**src/rtl/rob_commit.sv**
```systemverilog
// rob_commit: in-order retire control for the reorder-buffer head (store drain, branch flush, commit strobe).
// Optional macro COMMIT_INSTRET_EN adds a 64-bit retired-instruction counter output named instret.
module rob_commit #(
  parameter int DW = 64,
  parameter int RW = 6
) (
  input  logic              CLK,
  input  logic              RST,
  input  logic              rob_empty,
  input  logic [DW-1:0]     rob_head,
  output logic              rob_pop,
  input  logic [2**RW-1:0]  wb_log,
  input  logic              bru_valid,
  input  logic              bru_mispredict,
  input  logic              csr_done,
  output logic              su_req,
  input  logic              su_ack,
  output logic              flush,
  output logic              commit_valid,
  output logic              commit_rd_valid,
  output logic [RW-1:0]     commit_rd
`ifdef COMMIT_INSTRET_EN
  ,
  output logic [63:0]       instret
`endif
);
  localparam logic [1:0] RUN = 2'd0, WAIT_SU = 2'd1, FLUSH = 2'd2;
  logic [1:0] state, state_n;
  logic hold, en, ready, mispred;
  logic is_branch, is_csr, is_su, has_rd;
  logic [RW-1:0] rd;
  logic unused_bits;
  assign is_branch = rob_head[5];
  assign is_csr = rob_head[4];
  assign is_su = rob_head[3];
  assign has_rd = rob_head[1];
  assign rd = rob_head[RW+7:8];
  assign unused_bits = ^{rob_head[DW-1:RW+8], rob_head[7:6], rob_head[2], rob_head[0]};
  // hold keeps the handshake outputs quiet for the first cycle after reset
  assign en = !RST && !hold;
  assign ready = !rob_empty && (!has_rd || wb_log[rd]) && (!is_branch || bru_valid) && (!is_csr || csr_done);
  assign su_req = en && (state == WAIT_SU || (state == RUN && ready && is_su));
  assign rob_pop = en && !rob_empty &&
                   ((state == RUN && ready && (!is_su || su_ack)) || (state == WAIT_SU && su_ack));
  assign mispred = rob_pop && is_branch && bru_valid && bru_mispredict;
  assign flush = en && state == FLUSH;
  assign state_n = mispred ? FLUSH : (su_req && !rob_pop) ? WAIT_SU : RUN;
  always_ff @(posedge CLK) begin
    if (RST) begin
      state <= RUN;
      hold <= 1'b1;
      commit_valid <= 1'b0;
      commit_rd_valid <= 1'b0;
      commit_rd <= '0;
    end else begin
      state <= state_n;
      hold <= 1'b0;
      commit_valid <= rob_pop;
      commit_rd_valid <= rob_pop && has_rd;
      commit_rd <= rob_pop ? rd : commit_rd;
    end
  end
`ifdef COMMIT_INSTRET_EN
  always_ff @(posedge CLK) begin
    if (RST) instret <= '0;
    else instret <= instret + {63'd0, rob_pop};
  end
`endif
endmodule

```
**config.mk**
```make
export PLATFORM = sky130hd
export DESIGN_NAME = rob_commit
export DESIGN_NICKNAME = d
export VERILOG_FILES = /design/src/rtl/rob_commit.sv
export SDC_FILE = /design/constraint.sdc
export NUM_CORES = 1
export LEC_CHECK = 0
export ABC_CLOCK_PERIOD_IN_PS = 2960
export BUFFER_PORTS_ARGS = -buffer_cell sky130_fd_sc_hd__buf_2
export CELL_PAD_IN_SITES_DETAIL_PLACEMENT = 0
export CELL_PAD_IN_SITES_GLOBAL_PLACEMENT = 1
export CORE_UTILIZATION = 20
export CTS_CLUSTER_DIAMETER = 50
export DETAILED_ROUTE_END_ITERATION = 7
export PLACE_DENSITY = 0.9
export SYNTH_ARGS = -nofsm -noshare
export SYNTH_HDL_FRONTEND = slang
export SYNTH_SLANG_ARGS = --single-unit
```
**constraint.sdc**
```tcl
create_clock -name CLK -period 2.96 [get_ports CLK]
set_clock_uncertainty 0.1 [all_clocks]
set_input_delay 0.148 -clock CLK [delete_from_list [all_inputs] [get_ports CLK]]
set_output_delay 0.148 -clock CLK [all_outputs]
set_load 0.1 [all_outputs]
```
==> results.sh, run 1 <==
export IMPL_outcome="finished clean"
export IMPL_cts_root_buf="sky130_fd_sc_hd__clkbuf_8"
export IMPL_detail_route_wl_per_cell_um=12.7
export IMPL_hold_class="in2reg"
export IMPL_core_rowCount=26
export IMPL_route_antenna_remaining_nets=0
export IMPL_postSynthNetCount=239
export IMPL_critical_path_slowest_cell="sky130_fd_sc_hd__mux4_2"
export IMPL_io_pin_count=146
export IMPL_netlist_area_um2=1100
export IMPL_clock_tree_buffer_depth=2
export IMPL_largest_net_degree_at_the_start_of_global_routing=17
export IMPL_worst_path_required_time_ns=2.71
export IMPL_worst_stage_delay_on_the_critical_path_ns=0.54
export IMPL_synth_seq_cells=11
export IMPL_power_per_cell_area_nw_per_um2=283
export IMPL_cts_repair_timing_setup_buffer_count=0
export IMPL_min_period_ns=2.74
export IMPL_tritoncts="done"
export IMPL_totalPowerFinal_mw=0.473
export IMPL_internal_power_mw=0.336
export IMPL_dp_cells=259
export IMPL_routabilityCongestion=0.774
export IMPL_cap_violations=0
export IMPL_path_max_fanout=14
export IMPL_worst_hold_slack_ns=0.0538
export IMPL_grt_antenna_before_repair=0
export IMPL_drc=0
export IMPL_post_synthesis_instance_total=104
export IMPL_cp_buffers_inverters=2
export IMPL_area_occupied_by_registers_um2=220
export IMPL_yosys_cell_types_count=40
export IMPL_synthDominantCellAreaShare=0.200
export IMPL_synth_sequential_area_ratio=0.200
export IMPL_finalSetupViolations=0
export IMPL_cts_hold_buf=0
export IMPL_synth_enable_flop_cells=0
export IMPL_placement_cell_area_um2=1620
export IMPL_vias_in_the_first_global_route=1162
export IMPL_grt_overflow_total=0
export IMPL_static_leakage_power_nw=0.805
export IMPL_sw_frac_of_total=0.290
export IMPL_path_clk_slew_ns=0.05
export IMPL_die_area_um2=5820
export IMPL_clock_fmax_ghz=0.364
export IMPL_area_overhead_vs_synth_pct=51.2
export IMPL_final_hold_violation_count=0
export IMPL_p_clk_frac=0.314
export IMPL_antenna_diode_count=0
export IMPL_r2r_setup_slack_ns=0.81
export IMPL_detailroute_via_count=1183
export IMPL_post_drt_via_cell_ratio=4.50
export IMPL_combPwrFrac=0.361
export IMPL_worstSetupStartpointType="input pin"
export IMPL_critical_path_reg2reg_startpoint="state[0]"
export IMPL_clkLatencyLatePin_ns=0.23
export IMPL_max_vdd_ir_drop_uv=151
export IMPL_grt_use_total=0.116
export IMPL_die_h_um=76.3
export IMPL_grt_setup_unrepaired="no"
export IMPL_die_width_um=76.3
export IMPL_floorplan_initialDensity=0.212
export IMPL_post_route_cell_area_um2=1670
export IMPL_dominantRegCellSynth="sky130_fd_sc_hd__dfxtp_1"
export IMPL_initialDrtViolationCount=15
export IMPL_number_of_inserted_filler_cells_in_the_final_layout=572
export IMPL_placeableCoreArea_um2=5200
export IMPL_port_buffers=91
export IMPL_yosys_warnings=0
export IMPL_max_slew_margin_rel=0.505
export IMPL_synthArstFlopShare=0
export IMPL_yosysTopAreaCell="sky130_fd_sc_hd__dfxtp_1"
export IMPL_totalWireLength_mm=3.33
export IMPL_share_seq_of_total_power=0.325
export IMPL_synthTopCellsByArea="sky130_fd_sc_hd__dfxtp_1 20%, sky130_fd_sc_hd__mux4_2 14%, sky130_fd_sc_hd__mux2i_1 11%"
export IMPL_postCtsResizedCells=0
export IMPL_syn_avg_cell_area_um2=10.6
export IMPL_finish_net_count=329
export IMPL_switchingPower_mw=0.137
export IMPL_global_route_wire_length_before_repair_mm=5.38
export IMPL_holdCritStartpoint="RST"
export IMPL_timing_final_max_slew_violations=0
export IMPL_multiInputGateArea_um2=808
export IMPL_cp_cell_sequence="buf_2 -> mux4_2 -> mux2i_1 -> nor3_1 -> nor4_2 -> a211oi_2 -> o21a_1 -> buf_12"
export IMPL_accumulated_negative_setup_slack_ns=0
export IMPL_instances_no_fill=263
export IMPL_tritoncts_num_buffers=3
export IMPL_drt_pre_antenna_iters=3
export IMPL_cts_htree_levels=1
export IMPL_cp_startpoint="rob_head[8]"
export IMPL_cts_sinks=11
export IMPL_worst_setup_path_end_kind="output port"
export IMPL_cp_top_family="multiplexers"
export IMPL_final_layout_size_suffix_gt1_frac=0.585
export IMPL_worst_pin_slew_ns=0.723
export IMPL_worstSetupPathType="in2out"
export IMPL_final_min_period_over_clock_period=0.927
export IMPL_worst_ep_arrival_time_ns=2.50
export IMPL_detailed_place_hpwl_mm=2.86
==> power by group through the flow <==
stage	clock, mW	combinational [mW]	sequential [mW]
after floorplan	0	0.0907	0.171
after global placement	0	0.170	0.156
after detailed placement	0	0.173	0.157
after CTS	0.157	0.173	0.154
after global routing	0.163	0.187	0.154
final	0.148	0.171	0.154
==> final timing paths <==
path,endpoint,cells past startpoint
worst max-delay path,rob_pop,8
worst min-delay path,hold,1
worst max register to register,commit_rd[1],5
worst min register to register,commit_rd[3],2
==> metrics by stage <==
stage | worst slack (ns) | utilization
after floorplan | 0.0524 | -
after global placement | 0.119 | 0.312
after detailed placement | 0.0914 | 0.312
after CTS | 0.165 | 0.321
after global routing | 0.0304 | 0.321
final | 0.216 | 0.321
==> placed cells by master, fill, tap and decap left out, types with 3 or more instances in the layout <==
cell type	count
sky130_fd_sc_hd__a22o_1	3
sky130_fd_sc_hd__mux2i_1	12
sky130_fd_sc_hd__nor2b_1	9
sky130_fd_sc_hd__mux4_1	3
sky130_fd_sc_hd__a21oi_1	3
sky130_fd_sc_hd__dfxtp_1	11
sky130_fd_sc_hd__clkbuf_8	3
sky130_fd_sc_hd__inv_1	4
sky130_fd_sc_hd__mux4_2	7
sky130_fd_sc_hd__mux2_4	4
sky130_fd_sc_hd__nand2_1	4
sky130_fd_sc_hd__nand2b_1	3
sky130_fd_sc_hd__buf_4	3
sky130_fd_sc_hd__buf_2	90
==> cell families after synthesis <==
logic type / count (synthesis) / synth area share
AOI/OAI and AO/OA: 23 / 0.164
muxes: 28 / 0.398
DFF: 11 / 0.200
buffers and inverters: 13 / 0.0782
and+or+nand+nor: 29 / 0.160
==> routing by layer <==
layer	GRT usage	part of all wire	up-vias
met2	0.203	0.48	64
met5	0	0	-
li1	-	-	589
met4	0.0173	0.0030	0
met1	0.144	0.45	528
met3	0.0299	0.068	2
==> synthesized netlist by cell type (2+ instances only) <==
master	number
sky130_fd_sc_hd__nor3_1	3
sky130_fd_sc_hd__mux4_2	7
sky130_fd_sc_hd__inv_1	4
sky130_fd_sc_hd__a2111oi_0	2
sky130_fd_sc_hd__nand2_1	4
sky130_fd_sc_hd__mux2i_1	12
sky130_fd_sc_hd__a211oi_1	2
sky130_fd_sc_hd__nand2b_1	3
sky130_fd_sc_hd__a21oi_1	3
sky130_fd_sc_hd__clkbuf_1	2
sky130_fd_sc_hd__o211ai_1	2
sky130_fd_sc_hd__buf_6	3
sky130_fd_sc_hd__mux4_1	3
sky130_fd_sc_hd__and2_1	2
sky130_fd_sc_hd__a22o_1	3
sky130_fd_sc_hd__nor2_1	2
sky130_fd_sc_hd__buf_2	2
sky130_fd_sc_hd__nor2b_1	9
sky130_fd_sc_hd__mux2_4	4
sky130_fd_sc_hd__o21a_1	2
sky130_fd_sc_hd__dfxtp_1	11
==> area by class of cell <==
cell class	instances	area share
Multi-Input combinational cell	80	0.484
Inverter	4	0.00900
Clock buffer	4	0.0270
Timing Repair Buffer	94	0.295
Sequential cell	11	0.132
Tap cell	70	0.0525
==> state kept, by name, summed over array words and instances, names as in the netlist <==
name	cells
commit_rd_valid	1
commit_valid	1
hold	1
state	2
commit_rd	6
Power figures use the tool's default switching activity.
==> run 2: changes to the inputs <==
REMOVE_ABC_BUFFERS = 1   (was default)
==> run 2 against run 1 <==
Against the previous run: sequential share of layout area fell by 0.15 points; global-route usage rose by 0.37 points; fmax rose by 1.5%; design area rose by 1.1%; largest cell class unchanged; largest power group unchanged.
==> results.sh, run 2 (synthesized netlist as in run 1, its figures left out) <==
export IMPL_outcome="finished clean"
export IMPL_grt_setup_unrepaired="no"
export IMPL_placement_cell_area_um2=1640
export IMPL_area_overhead_vs_synth_pct=52.9
export IMPL_final_min_period_over_clock_period=0.913
export IMPL_worst_ep_arrival_time_ns=2.46
export IMPL_route_antenna_remaining_nets=0
export IMPL_grt_antenna_before_repair=0
export IMPL_final_hold_violation_count=0
export IMPL_max_vdd_ir_drop_uv=166
export IMPL_worst_hold_slack_ns=0.0518
export IMPL_detail_route_wl_per_cell_um=13.2
export IMPL_cts_root_buf="sky130_fd_sc_hd__clkbuf_8"
export IMPL_finalSetupViolations=0
export IMPL_io_pin_count=146
export IMPL_die_area_um2=5820
export IMPL_cap_violations=0
export IMPL_post_drt_via_cell_ratio=4.60
export IMPL_worst_setup_path_end_kind="output port"
export IMPL_totalWireLength_mm=3.51
export IMPL_post_route_cell_area_um2=1690
export IMPL_grt_use_total=0.119
export IMPL_global_route_wire_length_before_repair_mm=5.50
export IMPL_finish_net_count=331
export IMPL_power_per_cell_area_nw_per_um2=283
export IMPL_static_leakage_power_nw=0.816
export IMPL_placeableCoreArea_um2=5200
export IMPL_hold_class="in2reg"
export IMPL_detailroute_via_count=1220
export IMPL_cp_cell_sequence="buf_2 -> buf_4 -> mux4_2 -> mux2i_1 -> o21ai_0 -> a211oi_1 -> a211oi_2 -> o21a_1 -> buf_12"
export IMPL_cts_sinks=11
export IMPL_critical_path_slowest_cell="sky130_fd_sc_hd__mux4_2"
export IMPL_largest_net_degree_at_the_start_of_global_routing=15
export IMPL_timing_final_max_slew_violations=0
export IMPL_path_max_fanout=14
export IMPL_worst_path_required_time_ns=2.71
export IMPL_worstSetupPathType="in2out"
export IMPL_clkLatencyLatePin_ns=0.24
export IMPL_initialDrtViolationCount=18
export IMPL_tritoncts_num_buffers=3
export IMPL_tritoncts="done"
export IMPL_vias_in_the_first_global_route=1221
export IMPL_floorplan_initialDensity=0.212
export IMPL_final_layout_size_suffix_gt1_frac=0.579
export IMPL_largest_registers="commit_rd: 6 flops, state: 2 flops"
export IMPL_clock_tree_buffer_depth=2
export IMPL_cts_htree_levels=1
export IMPL_drc=0
export IMPL_routabilityCongestion=0.695
export IMPL_drt_pre_antenna_iters=4
export IMPL_layout_commonest_cell="sky130_fd_sc_hd__buf_2"
export IMPL_min_period_ns=2.70
export IMPL_registers_top_by_ff_count="commit_rd"
export IMPL_die_h_um=76.3
export IMPL_core_rowCount=26
export IMPL_grt_overflow_total=0
export IMPL_detailed_place_hpwl_mm=3.05
export IMPL_cts_repair_timing_setup_buffer_count=0
export IMPL_totalPowerFinal_mw=0.477
export IMPL_final_cell_mix="89 x sky130_fd_sc_hd__buf_2, 12 x sky130_fd_sc_hd__mux2i_1, 11 x sky130_fd_sc_hd__dfxtp_1, 9 x sky130_fd_sc_hd__nor2b_1, 7 x sky130_fd_sc_hd__mux4_2"
export IMPL_port_buffers=91
export IMPL_worstSetupStartpointType="input pin"
export IMPL_max_slew_margin_rel=0.454
export IMPL_largest_register_ff_count=6
export IMPL_worst_pin_slew_ns=0.798
export IMPL_clock_fmax_ghz=0.370
export IMPL_worst_stage_delay_on_the_critical_path_ns=0.49
export IMPL_die_width_um=76.3
export IMPL_cts_hold_buf=0
export IMPL_path_clk_slew_ns=0.05
export IMPL_post_route_util=0.324
export IMPL_postCtsResizedCells=0
export IMPL_antenna_diode_count=0
[run 2: routing by layer]
metal | wire length [µm] | GRT usage
met5 | 0 | 0
met4 | 40 | 0.0404
met3 | 241 | 0.0204
met2 | 1750 | 0.218
met1 | 1480 | 0.140
[run 2: worst max-delay path, delay by kind of cell]
family / cells / cell delay, ns
compound gates: 4 / 0.92
mux: 2 / 0.61
buf+inv: 3 / 0.77
[run 2: final cells by class]
cell class | count | area, µm²
Tap cell | 70 | 87.6
Clock buffer | 4 | 45.0
Sequential cell | 11 | 220
Multi-Input combinational cell | 80 | 797
Timing Repair Buffer | 96 | 523
Inverter | 4 | 15.0
Fill cell | 558 | 3520
[run 2: worst paths after layout]
check | from | cells after the start | end | slack [ns]
setup / recovery | rob_head[8] | 9 | rob_pop | 0.26
hold / removal | RST | 1 | hold | 0.05
setup reg to reg | state[0] | 5 | commit_rd[1] | 0.82
hold reg to reg | commit_rd[5] | 2 | commit_rd[5] | 0.38
[run 2: stage by stage]
| step | std cells | worst slack [ns] | setup TNS, ns |
|---|---|---|---|
| global placement | 261 | 0.131 | 0 |
| finish | 265 | 0.256 | 0 |
| floorplan | 95 | -0.736 | -1.33 |
| detailed placement | 261 | 0.139 | 0 |
| CTS | 265 | 0.215 | 0 |
| global route | 265 | 0.0112 | 0 |
[run 2: report_power, final]
part	internal [mW]	switching (mW)	total, mW
sequential	0.152	0.00180	0.153
clock	0.0944	0.0546	0.149
combinational	0.0923	0.0825	0.175
